$ cat config.mk
export PLATFORM = sky130hd
export DESIGN_NAME = shift_frame_controller
export DESIGN_NICKNAME = d
export VERILOG_FILES = /design/src/rtl/shift_ctrl_pkg.sv /design/src/rtl/shift_bit_counter.sv /design/src/rtl/shift_frame_controller.sv
export SDC_FILE = /design/constraint.sdc
export NUM_CORES = 1
export LEC_CHECK = 0
export ABC_AREA = 1
export CAP_MARGIN = 20
export CORE_ASPECT_RATIO = 0.9
export CORE_MARGIN = 1.5
export CORE_UTILIZATION = 50
export DETAILED_ROUTE_END_ITERATION = 10
export PLACE_DENSITY = 0.81
export SETUP_SLACK_MARGIN = 0.1
export SYNTH_ARGS = -nofsm -noshare
export SYNTH_HDL_FRONTEND = slang
export SYNTH_SLANG_ARGS = --single-unit
$ cat constraint.sdc
create_clock -name clock -period 2.72 [get_ports clock]
set_input_delay 0.68 -clock clock [delete_from_list [all_inputs] [get_ports clock]]
set_output_delay 0.68 -clock clock [all_outputs]
set_load 0.02 [all_outputs]
$ cat src/rtl/shift_ctrl_pkg.sv
// shift_ctrl_pkg: shared state encoding, default width and bit-reverse helper for the shift frame controller
package shift_ctrl_pkg;
  localparam int DEFAULT_WIDTH = 8;
  localparam int MAX_WIDTH = 64;
  localparam int MAX_IW = $clog2(MAX_WIDTH);
  typedef enum logic [2:0] {IDLE, CLR, SHIFT, SETTLE, CAP, DONE} state_t;
  function automatic logic [MAX_WIDTH-1:0] bit_reverse(input logic [MAX_WIDTH-1:0] v, input int w);
    logic [MAX_WIDTH-1:0] r;
    r = '0;
    for (int i = 0; i < MAX_WIDTH; i++)
      if (i < w) r[MAX_IW'(i)] = v[MAX_IW'(w - 1 - i)];
    return r;
  endfunction
endpackage

$ cat src/rtl/shift_bit_counter.sv
// shift_bit_counter: bit index counter, wraps to zero after WIDTH-1 and flags the last bit
module shift_bit_counter #(
  parameter int WIDTH = 8,
  parameter int CW = $clog2(WIDTH)
) (
  input  logic          clock,
  input  logic          clear,
  input  logic          load,
  input  logic          en,
  output logic [CW-1:0] cnt,
  output logic          tc
);
  assign tc = cnt == CW'(WIDTH - 1);
  // load restarts the frame at bit 0; en steps one bit, never past WIDTH-1
  always_ff @(posedge clock or negedge clear)
    if (!clear) cnt <= '0;
    else if (load) cnt <= '0;
    else if (en) cnt <= tc ? '0 : cnt + 1'b1;
endmodule

$ cat src/rtl/shift_frame_controller.sv
// shift_frame_controller: serialises an accepted word into an external right-shift register and returns its captured output
module shift_frame_controller
  import shift_ctrl_pkg::*;
#(
  parameter int WIDTH = DEFAULT_WIDTH,
  parameter bit LSB_FIRST = 1'b1
) (
  input  logic             clock,
  input  logic             clear,
  input  logic             in_valid,
  output logic             in_ready,
  input  logic [WIDTH-1:0] in_data,
  output logic             sr_clear,
  output logic             sr_shift,
  output logic             sr_a,
  input  logic [WIDTH-1:0] sr_out,
  output logic             out_valid,
  input  logic             out_ready,
  output logic [WIDTH-1:0] out_data,
  output logic             out_err,
  output logic             busy
);
  localparam int CW = $clog2(WIDTH);
  state_t state;
  logic [WIDTH-1:0] hold;
  logic [WIDTH-1:0] order;
  logic [CW-1:0] cnt;
  logic [CW-1:0] nxt;
  logic tc;
  // hold is stored in shift order, so bit i goes out on shift i and hold is also the expected register image
  assign order = LSB_FIRST ? in_data : WIDTH'(bit_reverse(MAX_WIDTH'(in_data), WIDTH));
  assign nxt = cnt + 1'b1;
  shift_bit_counter #(.WIDTH(WIDTH)) u_cnt (
    .clock(clock),
    .clear(clear),
    .load(state == CLR),
    .en(state == SHIFT),
    .cnt(cnt),
    .tc(tc)
  );
  // frame sequencer with all handshake and shift-register controls registered
  always_ff @(posedge clock or negedge clear)
    if (!clear) begin
      state <= IDLE;
      hold <= '0;
      in_ready <= 1'b1;
      sr_clear <= 1'b0;
      sr_shift <= 1'b0;
      sr_a <= 1'b0;
      out_valid <= 1'b0;
      out_data <= '0;
      out_err <= 1'b0;
      busy <= 1'b0;
    end else
      case (state)
        IDLE: if (in_valid) begin
          hold <= order;
          in_ready <= 1'b0;
          busy <= 1'b1;
          sr_clear <= 1'b1;
          state <= CLR;
        end
        CLR: begin
          sr_clear <= 1'b0;
          sr_shift <= 1'b1;
          sr_a <= hold[0];
          state <= SHIFT;
        end
        SHIFT: if (tc) begin
          sr_shift <= 1'b0;
          sr_a <= 1'b0;
          state <= SETTLE;
        end else sr_a <= hold[nxt];
        SETTLE: state <= CAP;
        CAP: begin
          out_data <= sr_out;
          out_err <= sr_out != hold;
          out_valid <= 1'b1;
          state <= DONE;
        end
        DONE: if (out_ready) begin
          out_valid <= 1'b0;
          in_ready <= 1'b1;
          busy <= 1'b0;
          state <= IDLE;
        end
        default: state <= IDLE;
      endcase
endmodule

**Word-level counts from Yosys, hierarchy flattened**

Cells that the tools add are included.

- Register bits: 29
- Bits of input ports: 20

- Equal/unequal tests: 10
- Mux-type cells: 21
- Reduce and logical (&&, ||, !) cells: 11
- Add/sub/neg operators: 1
- $lt $le $gt $ge: 1

Operators with widths:

| cell | number |
|---|---|
| $mux 3 | 6 |
| $pmux 3 s6 | 1 |
| $pmux 1 s2 | 6 |
| $eq 3x3->1 const B | 3 |
| $ne 8x8->1 | 1 |
| $reduce_and 2->1 | 4 |
| $reduce_bool 2->1 | 4 |
| $mux 1 | 7 |
| $eq 3x2->1 const B | 2 |
| $ne 2x2->1 const B | 3 |
| $reduce_and 3->1 | 2 |
| $lt 3x4->1 const B | 1 |
| $add 3x1->3 const B | 1 |
| $bmux 1 s3 | 1 |
| $eq 3x1->1 const B | 1 |
| $logic_not 3->1 | 1 |

**Logic depth before layout (Yosys ltp)**

Gate-level depths: netlist (run 1).

- Depth in word-level cells: 5
- Depth in mapped cells: 7
- Gate-level depth less buffers: 7

**Modules after synthesis**

From an unflattened synthesis (run 1), not the netlist that was laid out.

- Cells, all modules: 172
- Area, all modules: 1482.7 um^2

By module, submodules not included:

| module | cells an instance | sequential area each (um^2) | area an instance (um^2) | instances |
|---|---|---|---|---|
| shift_frame_controller | 153 | 651.9 | 1327.5 | 1 |
| shift_bit_counter | 19 | 75.1 | 155.1 | 1 |

**Worst setup path before layout (run 1)**

No wires, ideal clock.

- Path kind: reg2reg
- Start point: register u_cnt.cnt[0]
- End point: register sr_a
- Period minus slack after synthesis: 1268 ps
- Path slack: 1452 ps
- Library setup time: 77 ps
- Cell stages (with the launch flop): 6
- Arrival: 1191 ps
- Cell sequence: dfrtp_1 -> ha_1 -> ha_1 -> nor2_1 -> nand3_1 -> a21oi_1

- Word-level cells in the longest chain between the ends: 5

RTL lines:

| element | line | source |
|---|---|---|
| start, declared | shift_bit_counter.sv:10 | `output logic [CW-1:0] cnt,` |
| start signal, assigned | shift_bit_counter.sv:18 | `else if (en) cnt <= tc ? '0 : cnt + 1'b1;` |
| $add 3x1->3 | shift_frame_controller.sv:32 | `assign nxt = cnt + 1'b1;` |
| $bmux 1 s3 | shift_frame_controller.sv:73 | `end else sr_a <= hold[nxt];` |
| $mux 1 (not written as such) | shift_frame_controller.sv:73 |  |
| $mux 1 * | shift_frame_controller.sv:69 | `SHIFT: if (tc) begin` |
| $pmux 1 s2 * | shift_frame_controller.sv:55 | `case (state)` |
| end signal, assigned | shift_frame_controller.sv:66 | `sr_a <= hold[0];` |
| end signal, assigned | shift_frame_controller.sv:73 |  |
| end, declared | shift_frame_controller.sv:15 | `output logic sr_a,` |

Every way passes the cells marked *; elsewhere a longest branch is shown, timed or not. The select of a mux whose other input is x is not followed.
A chain may end at the register's enable or synchronous reset.

**Final worst setup path (run 1)**

- Start point: register in_ready
- End point: output port in_ready

RTL lines:

| element | line | source |
|---|---|---|
| start, declared | shift_frame_controller.sv:11 | `output logic in_ready,` |
| start signal, assigned | shift_frame_controller.sv:46 | `in_ready <= 1'b1;` |
| start signal, assigned | shift_frame_controller.sv:58 | `in_ready <= 1'b0;` |
| start signal, assigned | shift_frame_controller.sv:83 | `in_ready <= 1'b1;` |

No word-level cell between the ends.

==> results of run 1 <==
-- report_power, final --
group | internal (mW) | switching, mW
sequential | 0.627 | 0.135
combinational | 0.408 | 0.532
clock | 0.150 | 0.148
-- path summary, 6_finish.rpt --
| kind | start | to | depth (start not counted) |
|---|---|---|---|
| worst max register to register | u_cnt.cnt[0]$_DFFE_PN0P_ | sr_a$_DFFE_PN0P_ | 5 |
| min in group asynchronous | clear | out_err$_DFFE_PN0N_ | 2 |
| worst min register to register | out_data[1]$_DFFE_PN0N_ | out_data[1]$_DFFE_PN0N_ | 2 |
| worst min-delay path | out_data[1]$_DFFE_PN0N_ | out_data[1]$_DFFE_PN0N_ | 2 |
| max in group asynchronous | clear | in_ready$_DFFE_PN1P_ | 2 |
| worst max-delay path | in_ready$_DFFE_PN1P_ | in_ready | 1 |
-- Yosys cell counts --
master and n:
inv_2 2, nor2_2 1, nor4_1 1, o21ai_0 8, nand4_1 2, mux2_2 1
nor2_4 1, o31ai_1 1, dfstp_2 1, a32o_1 1, nand3_4 1, nand3_2 1
inv_1 20, xnor2_1 1, nand3_1 10, nand2_1 36, o21ai_2 4, xor2_1 3
nor2_1 17, buf_6 2, inv_4 1, nand3b_1 1, nor3_1 2, dfrtp_1 28
ha_1 2, a21oi_1 9
-- area by class of cell --
class | instances | share of cell area, %
tap | 28 | 1.938
timing repair buffer | 35 | 19.24
clock inverter | 1 | 0.2768
inverter | 23 | 4.914
multi-input combinational | 103 | 29.83
sequential | 29 | 40.21
clock buffer | 7 | 3.599
-- per-layer routing --
| layer | global-route usage (%) | up-vias |
|---|---|---|
| met2 | 35.39 | 26 |
| met3 | 5.432 | 9 |
| met5 | 0 | - |
| li1 | - | 585 |
| met4 | 11.63 | 0 |
| met1 | 29.48 | 519 |
-- worst register-to-register path: cells and delay by family (launching register included) --
kind / cells / cell delay, ns
and+or+nand+nor: 2 / 0.38
AOI/OAI and AO/OA: 1 / 0.14
adders and majority gates: 2 / 0.42
DFF: 1 / 0.46
-- cells by family after synthesis --
group,Yosys count,share of synthesized area (%)
buf+inv,25,8.084
simple gates,73,23.98
mux,1,0.8174
compound gates,23,9.991
flops,29,52.77
fa+ha+maj,2,1.816
xor+xnor,4,2.544
-- registers in the layout, summed over array words and instances, names as in the netlist --
name	cells
sr_clear	1
busy	1
hold	8
in_ready	1
u_cnt.cnt	3
out_valid	1
out_data	8
sr_a	1
out_err	1
state	3
sr_shift	1
==> flow_metrics.py, run 1 <==
metrics = {
    "status": {
        "status": "complete, no violations",
    },
    "critical_path": {
        "crit_slowest_cell": "clkdlybuf4s50_1",
        "r2r_slack_ns": 1.25,
        "crit_required_ns": 2.04,
        "crit_path_max_fanout": 2,
        "critical_path_arrival_ns": 1.45,
        "crit_family": "buffers and inverters",
        "max_stage_delay_ns": 0.59,
        "critPathBufInv": 1,
        "cp-end-kind": "primary output",
        "cp_cell_sequence": "clkdlybuf4s50_1",
        "critPathKind": "flip-flop to primary output",
        "startpoint_type": "flip-flop",
    },
    "synth": {
        "ys_seq_area_share_pct": 52.77,
        "syn_nets": 179,
        "syn_area_um2": 1378,
        "ys.warnings.count": 0,
        "yosys.area.top_type": "dfrtp_1",
        "synth_area_leaders": "dfrtp_1 (51%), nand2_1 (9.8%), inv_1 (5.4%), nor2_1 (4.6%), nand3_1 (3.6%)",
        "synth_top_area_share_pct": 50.86,
        "synth_cell_types": 26,
        "synth_cells": 157,
        "ys_seq_elements": 29,
        "synth_area_per_cell_um2": 8.774,
    },
    "routing": {
        "vias_per_cell": 5.040,
        "final_antenna_net_count": 0,
        "wl_met3_um": 150,
        "drt-initial-drc-count": 80,
        "wl_met1_um": 1317,
        "wl_met2_um": 1344,
        "vias": 1139,
        "drc": 0,
        "firstDrtPassIters": 4,
        "routed.top_layer": "met4",
        "drt-wirelength-per-cell_um": 12.65,
        "wirelength_um": 2859,
    },
    "floorplanning": {
        "fp.dieH_um": 52.80,
        "start_util_pct": 54.42,
        "die-area_um2": 3080,
        "die_x_um": 58.33,
        "boundaryPins": 35,
        "rows": 17,
        "core_um2": 2531,
    },
    "power": {
        "ir_worst_vdd_mv": 0.5537,
        "power.leakage_nw": 0.8669,
        "power_density_nw_per_um2": 1106,
        "finalPower_mw": 1.999,
    },
    "place": {
        "placed_cells": 218,
        "dpl.hpwl_um": 2140,
        "dpl-instance-area_um2": 1738,
        "place_ws_ns": 0.7747,
        "gp_congestion": 0.7843,
        "portBuffers": 34,
    },
    "clock_network": {
        "worstSkewPairLatency_ns": 0.33,
        "hold_buffers": 0,
        "cts_tree": "yes",
        "clk_pin_slew_ns": 0.09,
        "cts_sinks": 29,
        "h-tree-depth": 2,
        "clk_path_buf_depth": 2,
        "cts_resized": 0,
        "cts_buffers": 5,
        "cts_setup_buffers": 0,
        "cts_root_buf": "clkbuf_4",
    },
    "cells_and_area": {
        "final_util_pct": 71.43,
        "finalNonFillerCells": 226,
        "multi_input_area_um2": 539.3,
        "areaGrowthSynthToFinish_pct": 31.24,
        "final_cell_mix": "nand2_1 (36), clkdlybuf4s50_1 (34), dfrtp_1 (28)",
        "fin_area_um2": 1808,
        "seqCellArea_um2": 726.9,
        "antenna_cells": 0,
        "drive_above_1_share_pct": 11.11,
        "fillers": 208,
        "final_common_cell": "nand2_1",
        "fin_nets": 219,
    },
    "global_route": {
        "first_global_vias": 1085,
        "grt_use_total_pct": 22.75,
        "grt-ovfl-total": 0,
        "grt_pass1_wl_um": 5030,
        "grt_max_degree": 30,
        "antenna_found_initial": 0,
    },
    "timing": {
        "final.setup.tns_ns": 0,
        "finalHoldViolations": 0,
        "fin_skew_ns": 0.01065,
        "worst_slack_ns": 0.5861,
        "finalSetupViolations": 0,
        "maxSlewViolCount": 0,
        "timing.hold.ws_ns": 0.4771,
        "period_share_pct": 78.45,
        "relSlewSlack_pct": 71.83,
        "max_freq_mhz": 468.6,
        "rsz0062_at_grt": "false",
        "worst_pin_slew_ns": 0.4188,
        "period_needed_ns": 2.134,
    },
    "flow_run": {
        "drv_cap": 0,
    },
    "worst_hold_path": {
        "hp-class": "flip-flop to flip-flop",
    },
}
Power figures use the tool's default switching activity.
==> inputs of run 2 (changes only) <==
- CORE_UTILIZATION: 50 -> 43
- PLACE_DENSITY: 0.81 -> 0.74
- clock period: 2.72 -> 1.7 ns (I/O delays scaled with it)
==> flow_metrics.py, run 2 (synthesized netlist as in run 1, its figures left out) <==
metrics = {
    "cells_and_area": {
        "final_common_cell": "nand2_1",
        "multi_input_area_um2": 541.8,
        "fillers": 286,
        "top_regs": "hold (8), out_data (8)",
        "fin_nets": 221,
        "finalNonFillerCells": 241,
        "antenna_cells": 0,
        "areaGrowthSynthToFinish_pct": 31.97,
        "final_cell_mix": "nand2_1 (36), dfrtp_1 (28), inv_1 (20)",
        "seqCellArea_um2": 726.9,
        "drive_above_1_share_pct": 12.06,
    },
    "power": {
        "ir_worst_vdd_mv": 0.8488,
        "p_clk_share_pct": 13.8,
        "power.leakage_nw": 0.8842,
        "switchingPower_mw": 1.270,
        "internal_power_mw": 1.764,
        "power_density_nw_per_um2": 1669,
        "seqPwrFrac_pct": 39.8,
        "switching_share_pct": 41.85,
        "power_frac_comb_pct": 46.4,
    },
    "routing": {
        "final_antenna_net_count": 0,
        "firstDrtPassIters": 4,
        "vias_per_cell": 4.822,
        "drt-initial-drc-count": 28,
        "drc": 0,
        "vias": 1162,
        "drt-wirelength-per-cell_um": 11.17,
        "wirelength_um": 2693,
    },
    "global_route": {
        "grt_max_degree": 30,
        "grt_use_total_pct": 16.41,
        "first_global_vias": 1063,
        "grt-ovfl-total": 0,
        "grt_pass1_wl_um": 4491,
        "antenna_found_initial": 0,
    },
    "timing": {
        "relSlewSlack_pct": 73.80,
        "maxSlewViolCount": 0,
        "worst_pin_slew_ns": 0.3894,
        "rsz0062_at_grt": "false",
        "final.setup.tns_ns": 0,
        "finalHoldViolations": 0,
        "period_share_pct": 85.84,
        "finalSetupViolations": 0,
        "period_needed_ns": 1.459,
        "fin_skew_ns": 0.003517,
        "max_freq_mhz": 685.2,
    },
    "floorplanning": {
        "rows": 19,
        "fp.dieH_um": 56.70,
        "core_um2": 3043,
        "start_util_pct": 45.27,
        "die_x_um": 62.66,
        "die-area_um2": 3553,
        "boundaryPins": 35,
    },
    "critical_path": {
        "critical_path_arrival_ns": 1.03,
        "max_stage_delay_ns": 0.39,
        "path_depth": 1,
        "r2r_slack_ns": 0.27,
        "crit_path_max_fanout": 2,
        "r2r_end": "sr_a$_DFFE_PN0P_",
        "cp_cell_sequence": "dlygate4sd2_1",
        "critPathBufInv": 1,
        "rr_worst_depth": 5,
        "cp-end-kind": "primary output",
        "reg2reg_from": "u_cnt.cnt[0]$_DFFE_PN0P_",
        "critPathKind": "flip-flop to primary output",
        "crit_family": "flip-flops",
        "crit_start": "busy$_DFFE_PN0P_",
        "startpoint_type": "flip-flop",
        "crit_slowest_cell": "dfrtp_1",
        "crit_path_end": "busy",
        "crit_required_ns": 1.27,
    },
    "place": {
        "dpl.hpwl_um": 2056,
        "gp_congestion": 0.8477,
        "portBuffers": 34,
        "placed_cells": 234,
    },
    "clock_network": {
        "cts_buffers": 5,
        "worstSkewPairLatency_ns": 0.32,
        "cts_sinks": 29,
        "cts_setup_buffers": 0,
        "clk_path_buf_depth": 2,
        "clk_pin_slew_ns": 0.08,
        "hold_buffers": 0,
        "h-tree-depth": 2,
        "cts_tree": "yes",
        "cts_root_buf": "clkbuf_4",
    },
    "flow_run": {
        "drv_cap": 0,
    },
    "worst_hold_path": {
        "hp-class": "input port to asynchronous set/reset pin",
    },
    "status": {
        "status": "complete, no violations",
    },
}
==> run 2: timing repair <==
action	4_1_cts	5_1_grt
resized for setup	15	3
hold endpoints to repair	0	0
endpoints found under the setup margin	15	2
pin swaps	0	0
==> run 2: how the worst min path moves through the flow <==
stage | cells past startpoint | to | slack [ns]
after global routing | 2 | sr_clear$_DFFE_PN0P_ | 0.47
after floorplan | 0 | busy$_DFFE_PN0P_ | 0.13
final | 2 | state[1]$_DFFE_PN0P_ | 0.45
after CTS | 2 | sr_clear$_DFFE_PN0P_ | 0.45
after global placement | 2 | out_data[1]$_DFFE_PN0N_ | 0.45
after detailed placement | 2 | out_data[5]$_DFFE_PN0N_ | 0.46
==> run 2: metrics by stage <==
step                      power (mW)  hold slack [ns]  utilization (%)  setup slack (ns)  cell area, µm²
after floorplan                2.203           0.1294                -            0.4316            1378
after global placement         2.711           0.4525            58.59            0.1783            1783
after detailed placement       2.745           0.4591            58.59            0.1370            1783
after CTS                      3.065           0.4524            59.79           0.07983            1819
after global routing           3.277           0.4678            59.75            0.1850            1818
final                          3.034           0.4459            59.75            0.2407            1818
==> run 2: cell type report <==
| type | instances | share of cell area (%) |
|---|---|---|
| clock buffer | 7 | 3.028 |
| inverter | 23 | 4.886 |
| multi-input combinational | 103 | 29.80 |
| sequential | 29 | 39.99 |
| tap | 42 | 2.891 |
| timing repair buffer | 37 | 19.41 |
==> run 2: power groups by stage <==
| stage | Combinational, mW | Sequential, mW | Clock (mW) |
|---|---|---|---|
| after floorplan | 0.822 | 1.38 | 0 |
| after global placement | 1.50 | 1.21 | 0 |
| after detailed placement | 1.52 | 1.23 | 0 |
| after CTS | 1.42 | 1.21 | 0.436 |
| after global routing | 1.57 | 1.25 | 0.459 |
| final | 1.41 | 1.21 | 0.419 |
==> run 2: metal layers <==
layer | global-route usage [%] | part of all wire [%] | up-vias | wire [µm]
li1 | - | - | 587 | -
met1 | 20.55 | 47 | 546 | 1260
met2 | 26.73 | 48 | 21 | 1291
met3 | 4.208 | 2.9 | 8 | 79
met4 | 7.619 | 2.3 | 0 | 62
met5 | 0 | 0 | - | 0
==> inputs of run 3 (changes only) <==
- CAP_MARGIN: 20 -> 10
- CORE_MARGIN: 1.5 -> 8
==> flow_metrics.py, run 3 (synthesized netlist as in run 1, its figures left out) <==
metrics = {
    "floorplanning": {
        "die-area_um2": 5273,
        "rows": 19,
        "fp.dieH_um": 69.70,
        "start_util_pct": 44.92,
        "die_x_um": 75.66,
        "boundaryPins": 35,
        "core_um2": 3067,
    },
    "clock_network": {
        "h-tree-depth": 2,
        "worstSkewPairLatency_ns": 0.33,
        "clk_pin_slew_ns": 0.09,
        "clk_path_buf_depth": 2,
        "cts_root_buf": "clkbuf_4",
        "cts_setup_buffers": 0,
        "cts_tree": "yes",
        "cts_sinks": 29,
        "hold_buffers": 0,
        "cts_buffers": 5,
    },
    "cells_and_area": {
        "fin_area_um2": 1809,
        "fillers": 257,
        "drive_above_1_share_pct": 12.00,
        "final_util_pct": 59.00,
        "top_regs": "hold (8), out_data (8)",
        "final_cell_mix": "nand2_1 (36), dfrtp_1 (28), inv_1 (20)",
        "finalNonFillerCells": 242,
        "areaGrowthSynthToFinish_pct": 31.34,
        "antenna_cells": 0,
        "final_common_cell": "nand2_1",
        "fin_nets": 221,
    },
    "critical_path": {
        "crit_family": "flip-flops",
        "crit_path_end": "out_data[5]",
        "crit_start": "out_data[5]$_DFFE_PN0N_",
        "r2r_end": "sr_a$_DFFE_PN0P_",
        "crit_slowest_cell": "dfrtp_1",
        "critPathBufInv": 1,
        "rr_worst_depth": 6,
        "startpoint_type": "flip-flop",
        "critical_path_arrival_ns": 1.04,
        "r2r_slack_ns": 0.25,
        "max_stage_delay_ns": 0.39,
        "reg2reg_from": "u_cnt.cnt[0]$_DFFE_PN0P_",
        "crit_required_ns": 1.27,
        "path_depth": 1,
        "critPathKind": "flip-flop to primary output",
        "cp_cell_sequence": "dlygate4sd2_1",
        "crit_path_max_fanout": 2,
        "cp-end-kind": "primary output",
    },
    "worst_hold_path": {
        "hp-class": "input port to asynchronous set/reset pin",
    },
    "timing": {
        "relSlewSlack_pct": 69.96,
        "finalSetupViolations": 0,
        "maxSlewViolCount": 0,
        "final.setup.tns_ns": 0,
        "rsz0062_at_grt": "false",
        "period_share_pct": 86.29,
        "timing.hold.ws_ns": 0.4685,
        "worst_pin_slew_ns": 0.4466,
        "fin_skew_ns": 0.01264,
        "period_needed_ns": 1.467,
        "finalHoldViolations": 0,
        "worst_slack_ns": 0.2330,
        "max_freq_mhz": 681.7,
    },
    "global_route": {
        "first_global_vias": 1173,
        "antenna_found_initial": 0,
        "grt-ovfl-total": 0,
        "grt_max_degree": 30,
        "grt_pass1_wl_um": 5402,
        "grt_use_total_pct": 13.36,
    },
    "place": {
        "dpl-instance-area_um2": 1770,
        "gp_congestion": 0.8342,
        "dpl.hpwl_um": 2559,
        "portBuffers": 34,
        "place_ws_ns": 0.1325,
        "placed_cells": 234,
    },
    "routing": {
        "drt-wirelength-per-cell_um": 13.23,
        "firstDrtPassIters": 4,
        "vias": 1159,
        "vias_per_cell": 4.789,
        "drt-initial-drc-count": 81,
        "drc": 0,
        "final_antenna_net_count": 0,
        "wirelength_um": 3202,
    },
    "power": {
        "finalPower_mw": 3.081,
        "power_density_nw_per_um2": 1703,
        "ir_worst_vdd_mv": 0.8407,
        "power.leakage_nw": 0.8808,
        "power_frac_comb_pct": 46.6,
        "switching_share_pct": 42.50,
        "internal_power_mw": 1.772,
        "seqPwrFrac_pct": 39.4,
        "switchingPower_mw": 1.309,
        "p_clk_share_pct": 14.0,
    },
    "flow_run": {
        "drv_cap": 0,
    },
    "status": {
        "status": "complete, no violations",
    },
}
## run 3: cell count changes in the layout (fill, tap and decap cells not counted), sizes merged
cell | previous run | this run
clkbuf | 8 | 9
## run 3: cell type report
type                    instances  area [µm²]  area share [%]
well taps                      42       52.55           2.905
clock buffers                   8       58.81           3.250
flip-flops and latches         29       726.9           40.18
inverters                      23       88.84           4.910
repair buffers                 37       340.3           18.81
multi-input cells             103       541.8           29.94
## run 3: power by group through the flow
stage          Clock, mW  Sequential, mW  Combinational [mW]
2_1_floorplan          0            1.38               0.822
3_3_place_gp           0            1.21                1.51
3_5_place_dp           0            1.23                1.56
4_1_cts            0.447            1.22                1.46
5_1_grt            0.471            1.26                1.61
6_report           0.430            1.21                1.44
## run 3: worst min path at each step
stage	start	end	cells after the start
6_report	clear	hold[0]$_DFFE_PN0P_	2
3_5_place_dp	out_data[2]$_DFFE_PN0N_	out_data[2]$_DFFE_PN0N_	2
3_3_place_gp	out_data[1]$_DFFE_PN0N_	out_data[1]$_DFFE_PN0N_	2
2_1_floorplan	clear	busy$_DFFE_PN0P_	0
4_1_cts	clear	out_data[6]$_DFFE_PN0N_	2
5_1_grt	clear	hold[4]$_DFFE_PN0P_	2
## run 3: what timing repair did
action	CTS	global route
endpoints found under the hold margin	0	0
resized for setup	15	3
setup endpoints to repair	15	2
## run 3: metal layers
metal / up-vias / wire length, µm / GRT usage [%]
li1: 591 / - / -
met1: 535 / 1347 / 14.53
met2: 24 / 1623 / 22.24
met3: 9 / 139 / 3.324
met4: 0 / 92 / 8.102
met5: - / 0 / 0
